$ cat src/rtl/uart_txq_if.sv
// rtl/uart_txq_if.sv - host write port and UART transmitter load port of the byte queue
interface uart_txq_if #(
  parameter int DEPTH_LOG2 = 4
);
  logic [7:0]          wr_data;
  logic                wr_en;
  logic                full;
  logic                empty;
  logic [DEPTH_LOG2:0] level;
  logic                overflow;
  logic                ovf_clr;
  logic [7:0]          tx_data;
  logic                tx_write;
  logic                tx_ready;
  logic                busy;

  modport master (
    output wr_data, wr_en, ovf_clr, tx_ready,
    input  full, empty, level, overflow, tx_data, tx_write, busy
  );

  modport slave (
    input  wr_data, wr_en, ovf_clr, tx_ready,
    output full, empty, level, overflow, tx_data, tx_write, busy
  );
endinterface

$ cat src/rtl/uart_txq.sv
// rtl/uart_txq.sv - circular byte FIFO feeding a UART transmitter one frame at a time
// Writes are dropped (and flagged sticky) when full; the FSM pops one byte per transmitter idle period.
module uart_txq #(
  parameter int DEPTH_LOG2 = 4
) (
  input  logic       clk,
  input  logic       reset,
  uart_txq_if.slave  bus
);
  localparam int DEPTH = 2 ** DEPTH_LOG2;
  localparam logic [DEPTH_LOG2:0] FULL_LVL = (DEPTH_LOG2 + 1)'(DEPTH);

  typedef enum logic [1:0] {IDLE, ISSUE, WAIT} state_t;

  state_t                state_q;
  logic [7:0]            mem_q [DEPTH];
  logic [DEPTH_LOG2-1:0] wr_ptr_q;
  logic [DEPTH_LOG2-1:0] rd_ptr_q;
  logic [DEPTH_LOG2:0]   level_q;
  logic [DEPTH_LOG2:0]   level_d;
  logic                  overflow_q;
  logic [7:0]            tx_data_q;
  logic                  tx_write_q;
  logic                  full;
  logic                  empty;
  logic                  push;
  logic                  pop;

  // Full comes from the registered level only, so a same-cycle pop never frees a slot for a write.
  always_comb begin
    full    = (level_q == FULL_LVL);
    empty   = (level_q == '0);
    push    = bus.wr_en && !full;
    pop     = (state_q == IDLE) && !empty && bus.tx_ready;
    level_d = level_q;
    if (push && !pop) begin
      level_d = level_q + 1'b1;
    end else if (pop && !push) begin
      level_d = level_q - 1'b1;
    end
  end

  always_ff @(posedge clk) begin
    if (push) begin
      mem_q[wr_ptr_q] <= bus.wr_data;
    end
  end

  always_ff @(posedge clk) begin
    if (reset) begin
      state_q    <= IDLE;
      wr_ptr_q   <= '0;
      rd_ptr_q   <= '0;
      level_q    <= '0;
      overflow_q <= 1'b0;
      tx_data_q  <= 8'h00;
      tx_write_q <= 1'b0;
    end else begin
      level_q <= level_d;
      if (push) begin
        wr_ptr_q <= wr_ptr_q + 1'b1;
      end
      if (pop) begin
        rd_ptr_q <= rd_ptr_q + 1'b1;
      end
      if (bus.wr_en && full) begin
        overflow_q <= 1'b1;
      end else if (bus.ovf_clr) begin
        overflow_q <= 1'b0;
      end
      case (state_q)
        IDLE: begin
          if (pop) begin
            tx_data_q  <= mem_q[rd_ptr_q];
            tx_write_q <= 1'b1;
            state_q    <= ISSUE;
          end else begin
            tx_write_q <= 1'b0;
          end
        end
        ISSUE: begin
          tx_write_q <= 1'b0;
          state_q    <= WAIT;
        end
        WAIT: begin
          tx_write_q <= 1'b0;
          if (bus.tx_ready) begin
            state_q <= IDLE;
          end
        end
        default: begin
          tx_write_q <= 1'b0;
          state_q    <= IDLE;
        end
      endcase
    end
  end

  assign bus.full     = full;
  assign bus.empty    = empty;
  assign bus.level    = level_q;
  assign bus.overflow = overflow_q;
  assign bus.tx_data  = tx_data_q;
  assign bus.tx_write = tx_write_q;
  assign bus.busy     = !empty || (state_q != IDLE);
endmodule

$ cat src/flat_wrapper.sv
// flat-port wrapper written by rule: the top's interface ports become plain ports
module uart_txq_flat 
#(
  parameter int DEPTH_LOG2 = 4
)
  (clk, reset, bus_wr_data, bus_wr_en, bus_ovf_clr, bus_tx_ready, bus_full, bus_empty, bus_level, bus_overflow, bus_tx_data, bus_tx_write, bus_busy);
  uart_txq_if #(.DEPTH_LOG2(DEPTH_LOG2)) bus_i ();
  input  logic clk;
  input  logic reset;
  input wire logic [$bits(bus_i.wr_data)-1:0] bus_wr_data;
  input wire logic [$bits(bus_i.wr_en)-1:0] bus_wr_en;
  input wire logic [$bits(bus_i.ovf_clr)-1:0] bus_ovf_clr;
  input wire logic [$bits(bus_i.tx_ready)-1:0] bus_tx_ready;
  output wire logic [$bits(bus_i.full)-1:0] bus_full;
  output wire logic [$bits(bus_i.empty)-1:0] bus_empty;
  output wire logic [$bits(bus_i.level)-1:0] bus_level;
  output wire logic [$bits(bus_i.overflow)-1:0] bus_overflow;
  output wire logic [$bits(bus_i.tx_data)-1:0] bus_tx_data;
  output wire logic [$bits(bus_i.tx_write)-1:0] bus_tx_write;
  output wire logic [$bits(bus_i.busy)-1:0] bus_busy;
  assign bus_i.wr_data = bus_wr_data;
  assign bus_i.wr_en = bus_wr_en;
  assign bus_i.ovf_clr = bus_ovf_clr;
  assign bus_i.tx_ready = bus_tx_ready;
  assign bus_full = bus_i.full;
  assign bus_empty = bus_i.empty;
  assign bus_level = bus_i.level;
  assign bus_overflow = bus_i.overflow;
  assign bus_tx_data = bus_i.tx_data;
  assign bus_tx_write = bus_i.tx_write;
  assign bus_busy = bus_i.busy;
  uart_txq #(.DEPTH_LOG2(DEPTH_LOG2)) u_core (.clk(clk), .reset(reset), .bus(bus_i));
endmodule
$ cat config.mk
export PLATFORM = sky130hd
export DESIGN_NAME = uart_txq_flat
export DESIGN_NICKNAME = d
export VERILOG_FILES = /design/src/rtl/uart_txq_if.sv /design/src/rtl/uart_txq.sv /design/src/flat_wrapper.sv
export SDC_FILE = /design/constraint.sdc
export NUM_CORES = 1
export LEC_CHECK = 0
export ABC_AREA = 1
export CAP_MARGIN = 20
export CORE_MARGIN = 2
export CORE_UTILIZATION = 40
export CTS_CLUSTER_SIZE = 28
export DETAILED_ROUTE_END_ITERATION = 7
export PLACE_DENSITY_LB_ADDON = 0.12
export SLEW_MARGIN = 20
export SYNTH_ARGS = -nofsm -noshare
export SYNTH_HDL_FRONTEND = slang
export SYNTH_SLANG_ARGS = --single-unit
export TNS_END_PERCENT = 30
$ cat constraint.sdc
create_clock -name clk -period 3.7 [get_ports clk]
set_input_delay 0.74 -clock clk [delete_from_list [all_inputs] [get_ports clk]]
set_output_delay 0.74 -clock clk [all_outputs]
set_load 0.1 [all_outputs]
# Word-level counts from Yosys, hierarchy flattened
# Memory sizes are Yosys's and may differ from the RTL's. A register that Yosys moved wholly into a read port is not among the register bits.
# Index checks and enable logic that the tools add are counted.
[totals] output_inout_bits=18 inputBits=13 register_bits=17 ramBits=128 mem_count=1
[classes] n_bitwise=1 n_eq_ne=5 addsub=4 n_reduce_logical=19 muxes=10
[mem_list] memory="u_core.mem_q" words=16 word_bits=8 read_ports=1 rd_ports_with_merged_regs=1 write_ports=1 line="uart_txq.sv:16" source="logic [7:0] mem_q [DEPTH];"
[ops] op="$mux W5" count=2
[ops] op="$add A4 B1 Y4 const B" count=2
[ops] op="$logic_and A1 B1 Y1" count=6
[ops] op="$pmux W2 S3" count=1
[ops] op="$reduce_bool A2 Y1" count=3
[ops] op="$add A5 B1 Y5 const B" count=1
[ops] op="$eq A5 B5 Y1 const B" count=1
[ops] op="$logic_not A5 Y1" count=1
[ops] op="$mux W1" count=5
[ops] op="$sub A5 B1 Y5 const B" count=1
[ops] op="$logic_not A1 Y1" count=4
[ops] op="$mux W2" count=2
[ops] op="$reduce_and A2 Y1" count=2
[ops] op="$eq A2 B1 Y1 const B" count=1
[ops] op="$eq A2 B2 Y1 const B" count=1
[ops] op="$logic_not A2 Y1" count=1
[ops] op="$ne A2 B1 Y1 const B" count=1
[ops] op="$ne A2 B2 Y1 const B" count=1
[ops] op="$reduce_or A2 Y1" count=1
[ops] op="$logic_or A1 B1 Y1" count=1
[ops] op="$not A1 Y1" count=1

# Depth between registers and ports, before layout
# Gate-level depths: netlist (run 1).
[logic_depth] word_depth=7 ltp_mapped=14 mapped_depth_nobuf=14

# Least setup slack after synthesis (run 1)
# No wires, ideal clock.
[synth_timing] path_kind="reg-to-output" from="reg u_core.level_q[0], in the netlist u_core.bus.level[0]" to="out bus_busy" arrival_ns=2.509 slack_ns=0.451 stages_incl_launch_ff=5 path_buffers=0 path_cell_list="dfxtp_1 -> inv_2 -> nand4_1 -> inv_1 -> nand2_1"
[synth_via] elab_chain_len=3
[synth_rtl] element="start: declaration" line="uart_txq.sv:19" source="logic [DEPTH_LOG2:0] level_q;"
[synth_rtl] element="start signal: assignment" line="uart_txq.sv:59" source="level_q <= level_d;"
[synth_rtl] element="$logic_not A5 Y1" line="uart_txq.sv:32" source="empty = (level_q == '0);"
[synth_rtl] element="via bus_empty" line="flat_wrapper.sv:15" source="output wire logic [$bits(bus_i.empty)-1:0] bus_empty;"
[synth_rtl] element="$logic_not A1 Y1" line="uart_txq.sv:105" source="assign bus.busy = !empty || (state_q != IDLE);"
[synth_rtl] element="$logic_or A1 B1 Y1" line="uart_txq.sv:105"
[synth_rtl] element="end: declaration" line="flat_wrapper.sv:20" source="output wire logic [$bits(bus_i.busy)-1:0] bus_busy;"
# The timed path passes the listed nets, and every way through them passes these cells.

# Final worst setup path (run 1)
[layout_timing] from="reg u_core.level_q[1], in the netlist u_core.bus.level[1]" to="out bus_level[1]"
[layout_rtl] element="end: declaration" line="flat_wrapper.sv:16" source="output wire logic [$bits(bus_i.level)-1:0] bus_level;"
# No word-level cell between the ends.

==> summary.md, run 1 <==
| Metric | Value |
|---|---|
| Post-synth cell types | `27` |
| Vias per cell | `around 4.9` |
| Clock sink count | `153` |
| TritonCTS clock tree | `done` |
| Die span in y | `133 um` |
| Max transition margin | `32.1%` |
| Seq pwr share | `a little over a third` |
| Startpoint types | `register` |
| Reg2Reg Depth | `8` |
| Crit path required time | `2.96 ns` |
| Core area | `0.0165 mm2` |
| CP Launch Point | `u_core.bus.level[1]` |
| RSZ-0062 raised after global routing | `no` |
| Critical path endpoint category | `output pin` |
| Post-synthesis average cell area | `9.75 um2` |
| Routability cong. | `0.793` |
| Post-Route Setup TNS | `0 ns` |
| Final Cycle Share | `74.2%` |
| Routed Antenna Nets | `0` |
| CTS root buf | `clkbuf_16` |
| Leading area contributor after synthesis | `edfxtp_1` |
| Worst-path cell chain | `clkdlybuf4s50_1` |
| Final Max Tran Viols | `0` |
| Nets | `around 730` |
| RR Startpoint | `u_core.rd_ptr_q[1]` |
| Top-area cell type share of the netlist area | `57.4%` |
| Synth Warn # | `0` |
| Vias in the first global route | `4545` |
| GRT overflow | `0` |
| Die width | `133 um` |
| Final setup vio count | `0` |
| Initial Util | `40.7%` |
| Post-synth top cells | `231 x nand2_1, 128 x edfxtp_1, 93 x nand3_1` |
| Share of layout cells above drive strength 1 | `5.69%` |
| Post-CTS setup buffers | `0` |
| Worst stage delay on the critical path | `1.17 ns` |
| Clk pwr share | `30.1%` |
| Max Root-Sink Buffers | `2` |
| Yosys reg bits | `153` |
| Max Clk Rate | `364 MHz` |
| Rows | `47` |
| Area occupied by multi-input gates | `0.00181 mm2` |
| Max VDD drop | `approximately 370 uV` |
| Antenna diode instance count | `0` |
| Residual DRC count | `0` |
| Filler cells | `1559` |
| CTS buffer count | `17` |
| Syn nets | `710` |
| Register area share after synthesis | `64.8%` |
| Final cell count without fillers | `roughly 940` |
| Int Pwr | `3520 uW` |
| Switching Fraction | `38.2%` |
| R2R Path End | `u_core.bus.tx_data[4]` |
| Port buffer count | `30` |
| Top cells by area, synth | `edfxtp_1 57%, nand2_1 13%, dfxtp_1 7.5%` |
| Max cap viols | `0` |
| Leak Pwr | `0.00319 uW` |
| I/O pin count | `31` |
| Drt wl/cell | `17.1 um` |
| Placed Cells incl. Taps | `910` |
| Largest net degree at the start of global routing | `68` |
| Worst setup path class | `register to output pin` |
| Final Hold Viols | `0` |
| CP Buf/Inv Count | `1` |
| Area growth syn-to-layout | `14.8%` |
| DR pass1 iterations | `5` |
| Total Wirelength | `16100 um` |
| Vias | `4624` |
| Final Cell Area | `0.00769 mm2` |
| Die area | `0.0178 mm2` |
| Post-Syn Area | `~0.0067 mm2` |
| Post-synth EDFFs | `about 130` |
| Clock slew at reported path FFs | `0.06 ns` |
| Dominant synthesized flop cell | `edfxtp_1` |
| Worst Skew | `0.0102 ns` |
| Tmin final | `2.75 ns` |
| DP HPWL | `10300 um` |
| Post-synthesis instance total | `687` |
| Comb pwr share | `33.8%` |
| PostCTS Resize Cnt | `0` |
| Hold Path Class | `register to register` |
| Crit-path slowest cell | `clkdlybuf4s50_1` |
| Initial antenna violation count | `0` |
| Ys async rst share | `0%` |
| WP data arrival | `2.01 ns` |
| CP delay by family, top | `buffers and inverters` |
| NetSw | `2180 uW` |
| WP depth | `1` |
| GR Util All Layers | `between 10% and 20%` |
| First-pass GRT wire length | `25000 um` |
| Hold-fix buffers at CTS | `0` |
| CP Capture Point | `bus_level[1]` |
| R2R Setup Slk | `1.10 ns` |
| Placement Cell Area | `0.00711 mm2` |
| Pwr/cell area | `roughly 740 mW/mm2` |
| Status | `finished clean` |
| Top-count cell post-synth | `nand2_1` |
| Slew @ Worst Pin | `1.02 ns` |
| Iter 0 DRT Violations | `between 300 and 400` |
| Clock Latency Late Sink | `between 0.4 and 0.5 ns` |
| Htree depth | `4` |
| Sequential cell area | `~0.0043 mm2` |
| CP max FO | `4` |
==> state kept, by name, summed over array words and instances (netlist names) <==
signal	cells
u_core.bus.tx_data	8
u_core.mem_q	128
u_core.bus.overflow	1
u_core.bus.level	5
u_core.rd_ptr_q	4
u_core.wr_ptr_q	4
u_core.state_q	2
u_core.bus.tx_write	1
==> cell usage in the layout (no fill, tap or decap), drive strengths merged <==
cell type | synthesis | layout
a211oi | 3 | 3
a21boi | 1 | 1
a21oi | 10 | 10
buf | 25 | 5
bufinv | 0 | 3
clkbuf | 4 | 17
clkdlybuf4s50 | 0 | 27
clkinv | 0 | 9
clkinvlp | 0 | 3
dfxtp | 25 | 25
edfxtp | 128 | 128
fa | 1 | 1
ha | 9 | 9
inv | 99 | 98
nand2 | 232 | 232
nand3 | 93 | 93
nand4 | 2 | 2
nor2 | 43 | 43
nor3 | 2 | 2
nor3b | 1 | 1
o21ai | 3 | 3
o21bai | 1 | 1
xnor2 | 2 | 2
xor2 | 3 | 3
==> worst min path at each step <==
stage,endpoint,slack (ns),startpoint,cells after the start
finish,u_core.bus.overflow,0.46,u_core.bus.overflow,2
global route,u_core.bus.overflow,0.50,u_core.bus.overflow,2
CTS,u_core.bus.overflow,0.48,u_core.bus.overflow,2
detailed placement,u_core.bus.overflow,0.47,u_core.bus.overflow,2
global placement,u_core.bus.overflow,0.45,u_core.bus.overflow,2
floorplan,u_core.wr_ptr_q[3],0.47,u_core.wr_ptr_q[3],2
==> power by group through the flow <==
stage	clock network, uW	logic, uW	registers, uW
after detailed placement	0	1930	2090
final	1720	1920	2050
after floorplan	0	1090	2500
after CTS	1740	1940	2060
after global routing	1810	2110	2070
after global placement	0	1920	2090
==> cell type report <==
cell class | count | share of cell area (%)
clock buffer | 17 | 5.53
clock inverter | 14 | 2.03
inverter | 99 | 4.88
multi-input combinational | 406 | 23.5
sequential | 153 | 56.5
tap | 220 | 3.58
timing repair buffer | 32 | 4.00
==> logic make-up (layout without fill, tap and decap cells) <==
group | count (synthesis) | after routing | synth area share [%]
AO/OA/AOI/OAI | 18 | 18 | 1.53
XOR/XNOR | 5 | 5 | 0.654
adder cells (fa/ha/maj) | 10 | 10 | 1.98
buffers and inverters | 128 | 162 | 8.18
flip-flops | 153 | 153 | 64.8
AND/OR/NAND/NOR | 373 | 373 | 22.8
==> stage by stage <==
step / power, uW / setup slack, ns / hold WS, ns / utilization [%]
floorplan: 3590 / 0.451 / 0.472 / -
global placement: 4010 / 0.812 / 0.451 / 43.2
detailed placement: 4030 / 0.763 / 0.466 / 43.2
CTS: 5740 / 0.925 / 0.475 / 46.7
global route: 6000 / 0.896 / 0.499 / 46.7
finish: 5690 / 0.954 / 0.465 / 46.7
==> routing by layer <==
layer / up-vias / GRT usage [%] / wire length (um)
met5: - / 0 / 0
met4: 0 / 7.39 / 404
met3: 30 / 4.30 / 919
met2: 122 / 32.5 / 7940
met1: 2214 / 23.8 / 6810
li1: 2258 / - / -
Power figures use the tool's default switching activity.
==> inputs of run 2 (changes only) <==
- clock period: 3.7 -> 2.51 ns (I/O delays scaled with it)
==> run 2 against run 1 <==
Critical path depth increased by 10. Register-to-register slack got worse by 0.73 ns. Count of clock-buffer cells in the layout increased by 1. Sequential power increased by 48%. Clock skew decreased by 0.0055 ns. Power increased by 45%. Clock power increased by 33%. Die area unchanged. Worst setup slack got worse by 0.59 ns. Routed wire length decreased by 3.3%. Via count decreased by 0.61%. Critical endpoint is now u_core.bus.level[3]. Largest power group unchanged. Highest routed layer unchanged.
==> summary.md, run 2 (synthesis gave the netlist of run 1 again) <==
| Metric | Value |
|---|---|
| Residual DRC count | `0 (unchanged)` |
| Final Cycle Share | `85.3%` |
| Initial Util | `40.7% (unchanged)` |
| Routability cong. | `0.790 (was 0.793)` |
| Final Hold Viols | `0 (unchanged)` |
| CTS buffer count | `17 (unchanged)` |
| Hold-fix buffers at CTS | `0 (unchanged)` |
| Seq pwr share | `36.7% (was 36.1%)` |
| Die area | `0.0178 mm2 (unchanged)` |
| GRT overflow | `0 (unchanged)` |
| Crit path required time | `2.83 ns (was 2.96 ns)` |
| Clock sink count | `153 (unchanged)` |
| Iter 0 DRT Violations | `336 (was 389)` |
| Slew @ Worst Pin | `0.712 ns (was 1.02 ns)` |
| Vias per cell | `4.74 (was 4.91)` |
| Share of layout cells above drive strength 1 | `11.6% (was 5.69%)` |
| Max reg flops | `128 (unchanged)` |
| Startpoint types | `register (unchanged)` |
| Final setup vio count | `0 (unchanged)` |
| Clock slew at reported path FFs | `0.06 ns (about the same)` |
| Clk pwr share | `27.7% (was 30.1%)` |
| Hold Path Class | `register to register (unchanged)` |
| TritonCTS clock tree | `done (unchanged)` |
| Switching Fraction | `39.0% (was 38.2%)` |
| GR Util All Layers | `18.7% (was 19.1%)` |
| First-pass GRT wire length | `24700 um (was 25000 um)` |
| Critical path endpoint category | `register (was output pin)` |
| CTS root buf | `clkbuf_16 (unchanged)` |
| Max transition margin | `52.4% (was 32.1%)` |
| Antenna diode instance count | `0 (unchanged)` |
| Area growth syn-to-layout | `17.3% (was 14.8%)` |
| Placed Cells incl. Taps | `937 (was 910)` |
| Initial antenna violation count | `0 (unchanged)` |
| Nets | `759 (was 732)` |
| Filler cells | `1581 (was 1559)` |
| Comb pwr share | `35.7% (was 33.8%)` |
| Routed Antenna Nets | `0 (unchanged)` |
| Tmin final | `2.14 ns` |
| Worst setup path class | `register to register (was register to output pin)` |
| Total Wirelength | `15500 um (was 16100 um)` |
| Htree depth | `4 (unchanged)` |
| Die width | `133 um (unchanged)` |
| Post-CTS setup buffers | `0 (unchanged)` |
| Largest net degree at the start of global routing | `68 (unchanged)` |
| Final Core Density | `47.7% (was 46.7%)` |
| Clock Latency Late Sink | `0.43 ns (was 0.42 ns)` |
| Leak Pwr | `0.00335 uW (was 0.00319 uW)` |
| Pwr/cell area | `1050 mW/mm2 (was 740 mW/mm2)` |
| Max Root-Sink Buffers | `2 (unchanged)` |
| Int Pwr | `5040 uW (was 3520 uW)` |
| Core area | `0.0165 mm2 (unchanged)` |
| Final Max Tran Viols | `0 (unchanged)` |
| Commonest non-fill, non-tap cell in the layout | `nand2_1 (unchanged)` |
| Final Cell Area | `0.00786 mm2 (was 0.00769 mm2)` |
| I/O pin count | `31 (unchanged)` |
| RSZ-0062 raised after global routing | `no (unchanged)` |
| Placement Cell Area | `0.00734 mm2 (was 0.00711 mm2)` |
| DR pass1 iterations | `5 (unchanged)` |
| Max cap viols | `0 (unchanged)` |
| Worst Skew | `0.00471 ns (was 0.0102 ns)` |
| Most frequent cells in the layout | `230 x nand2_1, 128 x edfxtp_1, 93 x nand3_1 (was 231 x nand2_1, 128 x edfxtp_1, 93 x nand3_1)` |
| Port buffer count | `30 (unchanged)` |
| Status | `finished clean (unchanged)` |
| Vias in the first global route | `4425 (was 4545)` |
| Final cell count without fillers | `969 (was 941)` |
| DP HPWL | `9770 um (was 10300 um)` |
| Vias | `4596 (was 4624)` |
| Max Clk Rate | `467 MHz` |
| Max VDD drop | `831 uV (was 370 uV)` |
| CP max FO | `4 (unchanged)` |
| WP data arrival | `2.46 ns (was 2.01 ns)` |
| Die span in y | `133 um (unchanged)` |
| Drt wl/cell | `16.0 um (was 17.1 um)` |
| Final hold slack | `0.468 ns (was 0.465 ns)` |
| Rows | `47 (unchanged)` |
| Most flops, register | `u_core.mem_q (unchanged)` |
| PostCTS Resize Cnt | `0 (unchanged)` |
| NetSw | `3230 uW (was 2180 uW)` |
| Power, Total | `8270 uW (was 5690 uW)` |
==> run 2: power groups by stage <==
stage / sequential (uW) / combinational, uW / clock [uW]
6_report: 3040 / 2950 / 2290
5_1_grt: 3050 / 3220 / 2430
4_1_cts: 3040 / 2990 / 2330
2_1_floorplan: 3700 / 1620 / 0
3_5_place_dp: 3090 / 2980 / 0
3_3_place_gp: 3090 / 2920 / 0
==> run 2: worst paths after layout <==
check | start | to | slack, ns | cells after the start
worst min register to register | u_core.bus.overflow | u_core.bus.overflow | 0.47 | 2
worst min-delay path | u_core.bus.overflow | u_core.bus.overflow | 0.47 | 2
worst max register to register | u_core.bus.level[2] | u_core.bus.level[3] | 0.37 | 11
worst max-delay path | u_core.bus.level[2] | u_core.bus.level[3] | 0.37 | 11
==> run 2: stage by stage <==
stage	setup slack, ns	setup TNS (ns)
finish	0.368	0
global route	0.149	0
CTS	0.358	0
detailed placement	-0.0197	-0.0198
global placement	0.0385	0
floorplan	0.107	0
==> run 2: layout make-up <==
cell class	instances	area, um2	share of cell area [%]
Timing Repair Buffer	59	518	6.59
Clock inverter	14	88.8	1.13
Clock buffer	18	429	5.46
Inverter	99	378	4.81
Tap cell	220	275	3.50
Sequential cell	153	4350	55.4
Multi-Input combinational cell	406	1820	23.1
==> run 2: critical path: stages (launching register included) <==
cell and delay, ns:
dfxtp_2 0.34, nor2_1 0.14, nand4_1 0.21, nand2_2 0.12
ha_1 0.23, inv_1 0.10, ha_1 0.35, nand3_1 0.10
nand3_1 0.09, xor2_1 0.15, o21ai_0 0.14, inv_1 0.05
==> run 2: routing by layer <==
layer	routed length (um)	vias up	track usage, %	part of all wire [%]
met5	0	-	0	0
li1	-	2312	-	-
met3	595	20	3.84	3.8
met2	7450	85	29.6	48
met4	288	0	7.09	1.9
met1	7210	2179	25.5	46
